## config.mk

```make
export PLATFORM = sky130hd
export DESIGN_NAME = frenzy_input_ctrl
export DESIGN_NICKNAME = d
export VERILOG_FILES = /design/src/rtl/frenzy_input_ctrl.sv
export SDC_FILE = /design/constraint.sdc
export NUM_CORES = 1
export LEC_CHECK = 0
export ABC_AREA = 1
export BUFFER_PORTS_ARGS = -buffer_cell sky130_fd_sc_hd__buf_2
export CAP_MARGIN = 30
export CORE_UTILIZATION = 36
export DETAILED_ROUTE_END_ITERATION = 16
export SLEW_MARGIN = 15
export SYNTH_ARGS = -nofsm -noshare
export SYNTH_HDL_FRONTEND = slang
export SYNTH_SLANG_ARGS = --single-unit
```

## constraint.sdc

```tcl
create_clock -name clk_sys -period 3.6 [get_ports clk_sys]
set_input_delay 0.54 -clock clk_sys [delete_from_list [all_inputs] [get_ports clk_sys]]
set_output_delay 0.54 -clock clk_sys [all_outputs]
set_load 0.02 [all_outputs]
```

## src/rtl/frenzy_input_ctrl.sv

```systemverilog
`timescale 1ns/1ps
// -----------------------------------------------------------------------------
// frenzy_input_ctrl
//
// Merges PS/2 keyboard events and two joystick pads into the player controls
// of the game core. It also shapes any coin request into one fixed-length coin
// pulse, followed by a holdoff period.
//
// Ports
//   clk_sys         in   system clock; all state changes on the rising edge
//   reset_n         in   asynchronous active-low reset
//   ps2_key[10:0]   in   [10] toggles once per key event, [9] pressed,
//                        [8] extended prefix, [7:0] scancode
//   joystick_0/1    in   pads: [0] R [1] L [2] D [3] U [4] fire
//                        [5] start1 [6] start2 [7] coin; [15:8] unused
//   rotate          in   1 = turn directions 90 degrees for a vertical monitor
//   up1..fire1      out  player 1 controls, registered, active-high
//   up2..fire2      out  player 2 controls, registered, active-high
//   start1, start2  out  start buttons (level), registered
//   coin1           out  shaped coin pulse, COIN_LEN cycles long
//   coin_state_dbg  out  current coin FSM state (coin_state_e encoding)
//
// Handshake: none. Every input is a level. A key event is a change of
// ps2_key[10] against its registered copy, and the decoder takes each
// event exactly once.
// -----------------------------------------------------------------------------
module frenzy_input_ctrl #(
  parameter int COIN_LEN = 400000,
  parameter int COIN_GAP = 2000000
) (
  input  logic        clk_sys,
  input  logic        reset_n,
  input  logic [10:0] ps2_key,
  input  logic [15:0] joystick_0,
  input  logic [15:0] joystick_1,
  input  logic        rotate,
  output logic        up1,
  output logic        down1,
  output logic        left1,
  output logic        right1,
  output logic        fire1,
  output logic        up2,
  output logic        down2,
  output logic        left2,
  output logic        right2,
  output logic        fire2,
  output logic        start1,
  output logic        start2,
  output logic        coin1,
  output logic [1:0]  coin_state_dbg
);

  typedef enum logic [1:0] {
    C_IDLE     = 2'd0,
    C_PULSE    = 2'd1,
    C_HOLD     = 2'd2,
    C_WAIT_REL = 2'd3
  } coin_state_e;

  // One latch per physical key. A function that several keys share is the
  // OR of its keys, so releasing one key leaves any other held key in effect.
  localparam int K_UP1   = 0;
  localparam int K_DN1   = 1;
  localparam int K_LF1   = 2;
  localparam int K_RT1   = 3;
  localparam int K_SPACE = 4;
  localparam int K_CTRL  = 5;
  localparam int K_F1    = 6;
  localparam int K_ONE   = 7;
  localparam int K_F2    = 8;
  localparam int K_TWO   = 9;
  localparam int K_FIVE  = 10;
  localparam int K_SIX   = 11;
  localparam int K_UP2   = 12;
  localparam int K_DN2   = 13;
  localparam int K_LF2   = 14;
  localparam int K_RT2   = 15;
  localparam int K_FIRE2 = 16;
  localparam int NKEYS   = 17;

  localparam logic [21:0] LEN_LOAD = 22'(COIN_LEN - 1);
  localparam logic [21:0] GAP_LOAD = 22'(COIN_GAP - 1);

  // ---------------------------------------------------------------------------
  // Key event detection
  // ---------------------------------------------------------------------------
  logic tog_q;
  logic prime_q;
  logic key_evt;

  // During the first cycle after reset the toggle copy only tracks the input.
  // A toggle level held across reset is therefore never taken as an event.
  assign key_evt = !prime_q && (ps2_key[10] != tog_q);

  always_ff @(posedge clk_sys or negedge reset_n) begin
    if (!reset_n) begin
      tog_q   <= 1'b0;
      prime_q <= 1'b1;
    end else begin
      tog_q   <= ps2_key[10];
      prime_q <= 1'b0;
    end
  end

  // ---------------------------------------------------------------------------
  // Key decode into per-key latches
  // ---------------------------------------------------------------------------
  logic [NKEYS-1:0] keys_q;
  logic [NKEYS-1:0] keys_d;

  always_comb begin
    keys_d = keys_q;
    if (key_evt) begin
      case ({ps2_key[8], ps2_key[7:0]})
        // Arrow keys match with or without the extended prefix.
        9'h075, 9'h175: keys_d[K_UP1]   = ps2_key[9];
        9'h072, 9'h172: keys_d[K_DN1]   = ps2_key[9];
        9'h06B, 9'h16B: keys_d[K_LF1]   = ps2_key[9];
        9'h074, 9'h174: keys_d[K_RT1]   = ps2_key[9];
        9'h029:         keys_d[K_SPACE] = ps2_key[9];
        9'h014:         keys_d[K_CTRL]  = ps2_key[9];
        9'h005:         keys_d[K_F1]    = ps2_key[9];
        9'h016:         keys_d[K_ONE]   = ps2_key[9];
        9'h006:         keys_d[K_F2]    = ps2_key[9];
        9'h01E:         keys_d[K_TWO]   = ps2_key[9];
        9'h02E:         keys_d[K_FIVE]  = ps2_key[9];
        9'h036:         keys_d[K_SIX]   = ps2_key[9];
        9'h02D:         keys_d[K_UP2]   = ps2_key[9];
        9'h02B:         keys_d[K_DN2]   = ps2_key[9];
        9'h023:         keys_d[K_LF2]   = ps2_key[9];
        9'h034:         keys_d[K_RT2]   = ps2_key[9];
        9'h01C:         keys_d[K_FIRE2] = ps2_key[9];
        default: ;
      endcase
    end
  end

  // The joystick and rotate inputs pass through one register here. That
  // gives them the same two-edge latency as the keyboard path: latch, then
  // output register.
  logic [6:0] joy0_q;
  logic [6:0] joy1_q;
  logic       rot_q;

  always_ff @(posedge clk_sys or negedge reset_n) begin
    if (!reset_n) begin
      keys_q <= '0;
      joy0_q <= '0;
      joy1_q <= '0;
      rot_q  <= 1'b0;
    end else begin
      keys_q <= keys_d;
      joy0_q <= joystick_0[6:0];
      joy1_q <= joystick_1[6:0];
      rot_q  <= rotate;
    end
  end

  // The upper pad bits carry nothing for this core.
  logic unused_joy_hi;
  assign unused_joy_hi = ^{joystick_0[15:8], joystick_1[15:8]};

  // ---------------------------------------------------------------------------
  // Direction merge, rotation and output registers
  // ---------------------------------------------------------------------------
  // Direction vectors are ordered {up, down, left, right}.
  function automatic logic [3:0] orient(input logic [3:0] raw, input logic rot);
    // On a rotated monitor: up <- left, down <- right, left <- down, right <- up.
    orient = rot ? {raw[1], raw[0], raw[2], raw[3]} : raw;
  endfunction

  logic [3:0] raw1;
  logic [3:0] raw2;
  logic [3:0] dir1_d, dir1_q;
  logic [3:0] dir2_d, dir2_q;
  logic       fire1_d, fire1_q;
  logic       fire2_d, fire2_q;
  logic       start1_d, start1_q;
  logic       start2_d, start2_q;

  always_comb begin
    raw1 = {keys_q[K_UP1] | joy0_q[3], keys_q[K_DN1] | joy0_q[2],
            keys_q[K_LF1] | joy0_q[1], keys_q[K_RT1] | joy0_q[0]};
    raw2 = {keys_q[K_UP2] | joy1_q[3], keys_q[K_DN2] | joy1_q[2],
            keys_q[K_LF2] | joy1_q[1], keys_q[K_RT2] | joy1_q[0]};
    dir1_d   = orient(raw1, rot_q);
    dir2_d   = orient(raw2, rot_q);
    fire1_d  = keys_q[K_SPACE] | keys_q[K_CTRL] | joy0_q[4];
    fire2_d  = keys_q[K_FIRE2] | joy1_q[4];
    // Either pad may start either player.
    start1_d = keys_q[K_F1] | keys_q[K_ONE] | joy0_q[5] | joy1_q[5];
    start2_d = keys_q[K_F2] | keys_q[K_TWO] | joy0_q[6] | joy1_q[6];
  end

  always_ff @(posedge clk_sys or negedge reset_n) begin
    if (!reset_n) begin
      dir1_q   <= '0;
      dir2_q   <= '0;
      fire1_q  <= 1'b0;
      fire2_q  <= 1'b0;
      start1_q <= 1'b0;
      start2_q <= 1'b0;
    end else begin
      dir1_q   <= dir1_d;
      dir2_q   <= dir2_d;
      fire1_q  <= fire1_d;
      fire2_q  <= fire2_d;
      start1_q <= start1_d;
      start2_q <= start2_d;
    end
  end

  assign {up1, down1, left1, right1} = dir1_q;
  assign {up2, down2, left2, right2} = dir2_q;
  assign fire1  = fire1_q;
  assign fire2  = fire2_q;
  assign start1 = start1_q;
  assign start2 = start2_q;

  // ---------------------------------------------------------------------------
  // Coin request shaping
  // ---------------------------------------------------------------------------
  logic        coin_req;
  logic        coin_req_q;
  logic        coin_req_p_q;
  logic        coin_rise;
  coin_state_e state_q, state_d;
  logic [21:0] cnt_q, cnt_d;
  logic        coin1_q;

  assign coin_req  = keys_q[K_FIVE] | keys_q[K_SIX] | joystick_0[7] | joystick_1[7];
  assign coin_rise = coin_req_q & ~coin_req_p_q;

  // A rising edge counts only in IDLE. Edges that arrive in any other state
  // are dropped, so a coin held down gives exactly one pulse.
  always_comb begin
    state_d = state_q;
    cnt_d   = cnt_q;
    case (state_q)
      C_IDLE: begin
        if (coin_rise) begin
          state_d = C_PULSE;
          cnt_d   = LEN_LOAD;
        end
      end
      C_PULSE: begin
        if (cnt_q == '0) begin
          state_d = C_HOLD;
          cnt_d   = GAP_LOAD;
        end else begin
          cnt_d = cnt_q - 22'd1;
        end
      end
      C_HOLD: begin
        if (cnt_q == '0) begin
          state_d = coin_req_q ? C_WAIT_REL : C_IDLE;
        end else begin
          cnt_d = cnt_q - 22'd1;
        end
      end
      C_WAIT_REL: begin
        if (!coin_req_q) begin
          state_d = C_IDLE;
        end
      end
      default: begin
        state_d = C_IDLE;
        cnt_d   = '0;
      end
    endcase
  end

  always_ff @(posedge clk_sys or negedge reset_n) begin
    if (!reset_n) begin
      coin_req_q   <= 1'b0;
      coin_req_p_q <= 1'b0;
      state_q      <= C_IDLE;
      cnt_q        <= '0;
      coin1_q      <= 1'b0;
    end else begin
      coin_req_q   <= coin_req;
      coin_req_p_q <= coin_req_q;
      state_q      <= state_d;
      cnt_q        <= cnt_d;
      coin1_q      <= (state_d == C_PULSE);
    end
  end

  assign coin1          = coin1_q;
  assign coin_state_dbg = state_q;

endmodule

```

==> results.py <==
metrics = {
    "run_status": {
        "status": "completed",
    },
    "clock_tree": {
        "cts_tree": "yes",
        "clock_latency_ns": 0.34,
        "postCtsHoldBufs": 0,
        "cts_resized": 0,
        "clk_pin_slew_worst_paths_ns": 0.08,
        "clock_sinks": 73,
        "clk_path_buf_depth": 2,
        "htreeDepth": 3,
        "root_buffer": "clkbuf_8",
        "cts_buffers": 9,
        "cts_setup_buffers": 0,
    },
    "finish": {
        "nNetsFinal": 520,
        "fillCellCount": 915,
        "drive_gt1_share_pct": 17.5,
        "diodes": 0,
        "utilization_pct": 43.8,
        "syn2layout_area_growth_pct": 17.1,
    },
    "job": {
        "max_cap_viol_count": 0,
    },
    "routing": {
        "final_antenna_net_count": 0,
        "vias": 2851,
        "wl_per_cell_um": 11.9,
        "drt-pass1-iter-count": 4,
        "drt_iter0_drc": 105,
        "drt_wl_total_um": 7190,
        "routed_via_density": 4.73,
        "drc": 0,
    },
    "sta": {
        "fmax_mhz": 462,
        "fin_crit_ns": 2.16,
        "period_share_pct": 60.1,
        "rsz0062_at_grt": "no",
        "max_slew_margin_pct": 63.9,
        "setup_viol": 0,
        "drv_slew": 0,
        "fin_skew_ns": 0.00626,
        "finalHoldViolations": 0,
        "setup-tns-final_ns": 0,
        "worst_pin_slew_ns": 0.538,
    },
    "synth": {
        "synth_top_family_by_area": "simple AND/OR/NAND/NOR gates",
        "ys_seq_area_share_pct": 52.4,
        "netlist_instances": 416,
        "ys_ff_latch": 73,
        "synth_edf_count": 0,
        "synth_adder_area_share_pct": 1.79,
        "yosysWarningCount": 0,
        "synth-simple-area-share_pct": 26.8,
        "synth_xor_area_share_pct": 2.51,
        "ys.flop_type": "dfrtp_1",
        "ys_types": 34,
        "synth_compound_area_share_pct": 10.2,
        "syn_area_per_cell_um2": 8.39,
        "async_reset_ff_share_pct": 100,
        "synth_mux_area_share_pct": 0.323,
        "synth.cell_area_um2": 3490,
        "syn_nets": 467,
    },
    "power_and_ir_drop": {
        "irDropWorstVdd_mv": 0.193,
        "power.density_nw_per_um2": 563,
        "power.leakage_nw": 1.94,
    },
    "global_routing": {
        "grt_max_degree": 74,
        "grt_pass1_vias": 2660,
        "grt-ovfl-total": 0,
        "grt_antenna_before_repair": 0,
        "grt_use_total_pct": 15.7,
        "grt_pass1_wl_um": 12200,
    },
    "floorplan": {
        "rows": 35,
        "core_um2": 9330,
        "dieHeight_um": 100,
        "pin_count": 61,
        "die_x_um": 100,
        "start_util_pct": 37.4,
        "die_area_um2": 10100,
    },
    "critical_path": {
        "end_kind": "register",
        "crit_fanout": 18,
        "cp_data_required_time_ns": 3.81,
        "criticalPathCategory": "reg2reg",
        "cp.arrival_ns": 2.38,
        "critPathLaunchType": "register",
    },
    "min_path": {
        "min_path_type": "in2async",
    },
    "placed_design": {
        "port_buffers": 44,
        "gp_congestion": 0.863,
        "dpl.hpwl_um": 5230,
    },
}
## registers in the layout (all words and copies together), names as in the netlist, 2 cells and up
| register | count |
|---|---|
| keys_q | 17 |
| joy0_q | 7 |
| coin_state_dbg | 2 |
| cnt_q | 22 |
| dir2_q | 4 |
| joy1_q | 7 |
| dir1_q | 4 |
## synth_stat cells (2+ instances only)
cell,count,area [µm²]
nor2_2,5,31.3
o21ai_1,8,40.0
or2_2,3,18.8
a31oi_1,6,37.5
o21bai_1,2,15.0
xor2_1,10,87.6
nor4_1,3,18.8
ha_1,5,62.6
dfrtp_1,72,1800
nand3_1,18,90.1
inv_1,45,169
o21ai_0,22,110
nand3_2,4,40.0
a22oi_1,6,45.0
clkbuf_1,2,7.51
a21oi_1,18,90.1
or4_1,2,15.0
nand2_1,87,327
nor2_1,64,240
nor2_4,2,22.5
nor3_1,14,70.1
a41oi_1,2,17.5
nand4_1,5,31.3
## per-layer routing
metal | GRT usage [%] | vias up | routed length (µm)
met5 | 0 | - | 0
met1 | 20.6 | 1308 | 3250
met3 | 4.16 | 4 | 411
li1 | - | 1462 | -
met2 | 25.2 | 77 | 3470
met4 | 5.35 | 0 | 52
## through the flow
step / hold WS [ns] / power, mW / worst slack (ns) / area, µm² / instances
floorplan: 0.244 / 1.50 / 1.69 / 3490 / 416
global placement: 0.398 / 1.65 / 1.50 / 3850 / 586
detailed placement: 0.402 / 1.66 / 1.45 / 3850 / 586
CTS: 0.275 / 2.33 / 1.42 / 4060 / 602
global route: 0.130 / 2.45 / 1.27 / 4090 / 603
finish: 0.131 / 2.30 / 1.44 / 4090 / 603
## kinds of logic after synthesis
kind of cell | count (synthesis)
adder cells (fa/ha/maj) | 5
other | 1
multiplexers | 1
XOR/XNOR | 10
buffers and inverters | 52
AND/OR/NAND/NOR | 210
flip-flops | 73
AO/OA/AOI/OAI | 64
## power by group
part	switching, mW	leakage (nW)	internal [mW]
clock	0.308	0.107	0.341
sequential	0.0812	0.866	0.916
combinational	0.438	0.964	0.213
total	0.828	1.94	1.47
## path summary, 6_finish.rpt
check,from,end,slack (ns),cells after the start
max,coin_state_dbg[0],cnt_q[8],1.44,12
min,reset_n,cnt_q[19],0.13,2
max reg2reg,coin_state_dbg[0],cnt_q[8],1.44,12
min reg2reg,coin_req_q,coin_req_p_q,0.42,0
max in group asynchronous,reset_n,prime_q,2.90,3
min in group clk_sys,joystick_0[4],joy0_q[4],0.30,1
## cells in the final DEF (no fill, tap or decap), types with 3 or more instances in the layout
| cell | count |
|---|---|
| nand2_1 | 87 |
| dfrtp_1 | 72 |
| nor2_1 | 64 |
| inv_1 | 45 |
| buf_2 | 44 |
| o21ai_0 | 22 |
| nand3_1 | 18 |
| a21oi_1 | 18 |
| nor3_1 | 14 |
| xor2_1 | 10 |
| clkbuf_8 | 10 |
| o21ai_1 | 8 |
| a22oi_1 | 6 |
| a31oi_1 | 6 |
| nor2_2 | 5 |
| nand4_1 | 5 |
| ha_1 | 5 |
| nand3_2 | 4 |
| or2_2 | 3 |
| nor4_1 | 3 |
## worst max-delay path: stages (launching register included)
cell and delay, ns:
dfrtp_1 0.45, inv_1 0.11, ha_1 0.31, nor2_2 0.29
nand2_1 0.09, nand2_1 0.08, clkinv_1 0.12, nand2_4 0.24
inv_4 0.12, nand2_1 0.08, nand2_1 0.04, nand2_1 0.05
nor2_1 0.04
## cell type report
type / count / area [µm²] / area share (%)
Sequential cell: 73 / 1830 / 44.7
Multi-Input combinational cell: 291 / 1460 / 35.6
Timing Repair Buffer: 46 / 255 / 6.25
Inverter: 48 / 183 / 4.47
Tap cell: 129 / 161 / 3.95
Clock buffer: 10 / 138 / 3.37
Clock inverter: 6 / 66.3 / 1.62
(Power assumes the default switching activity.)
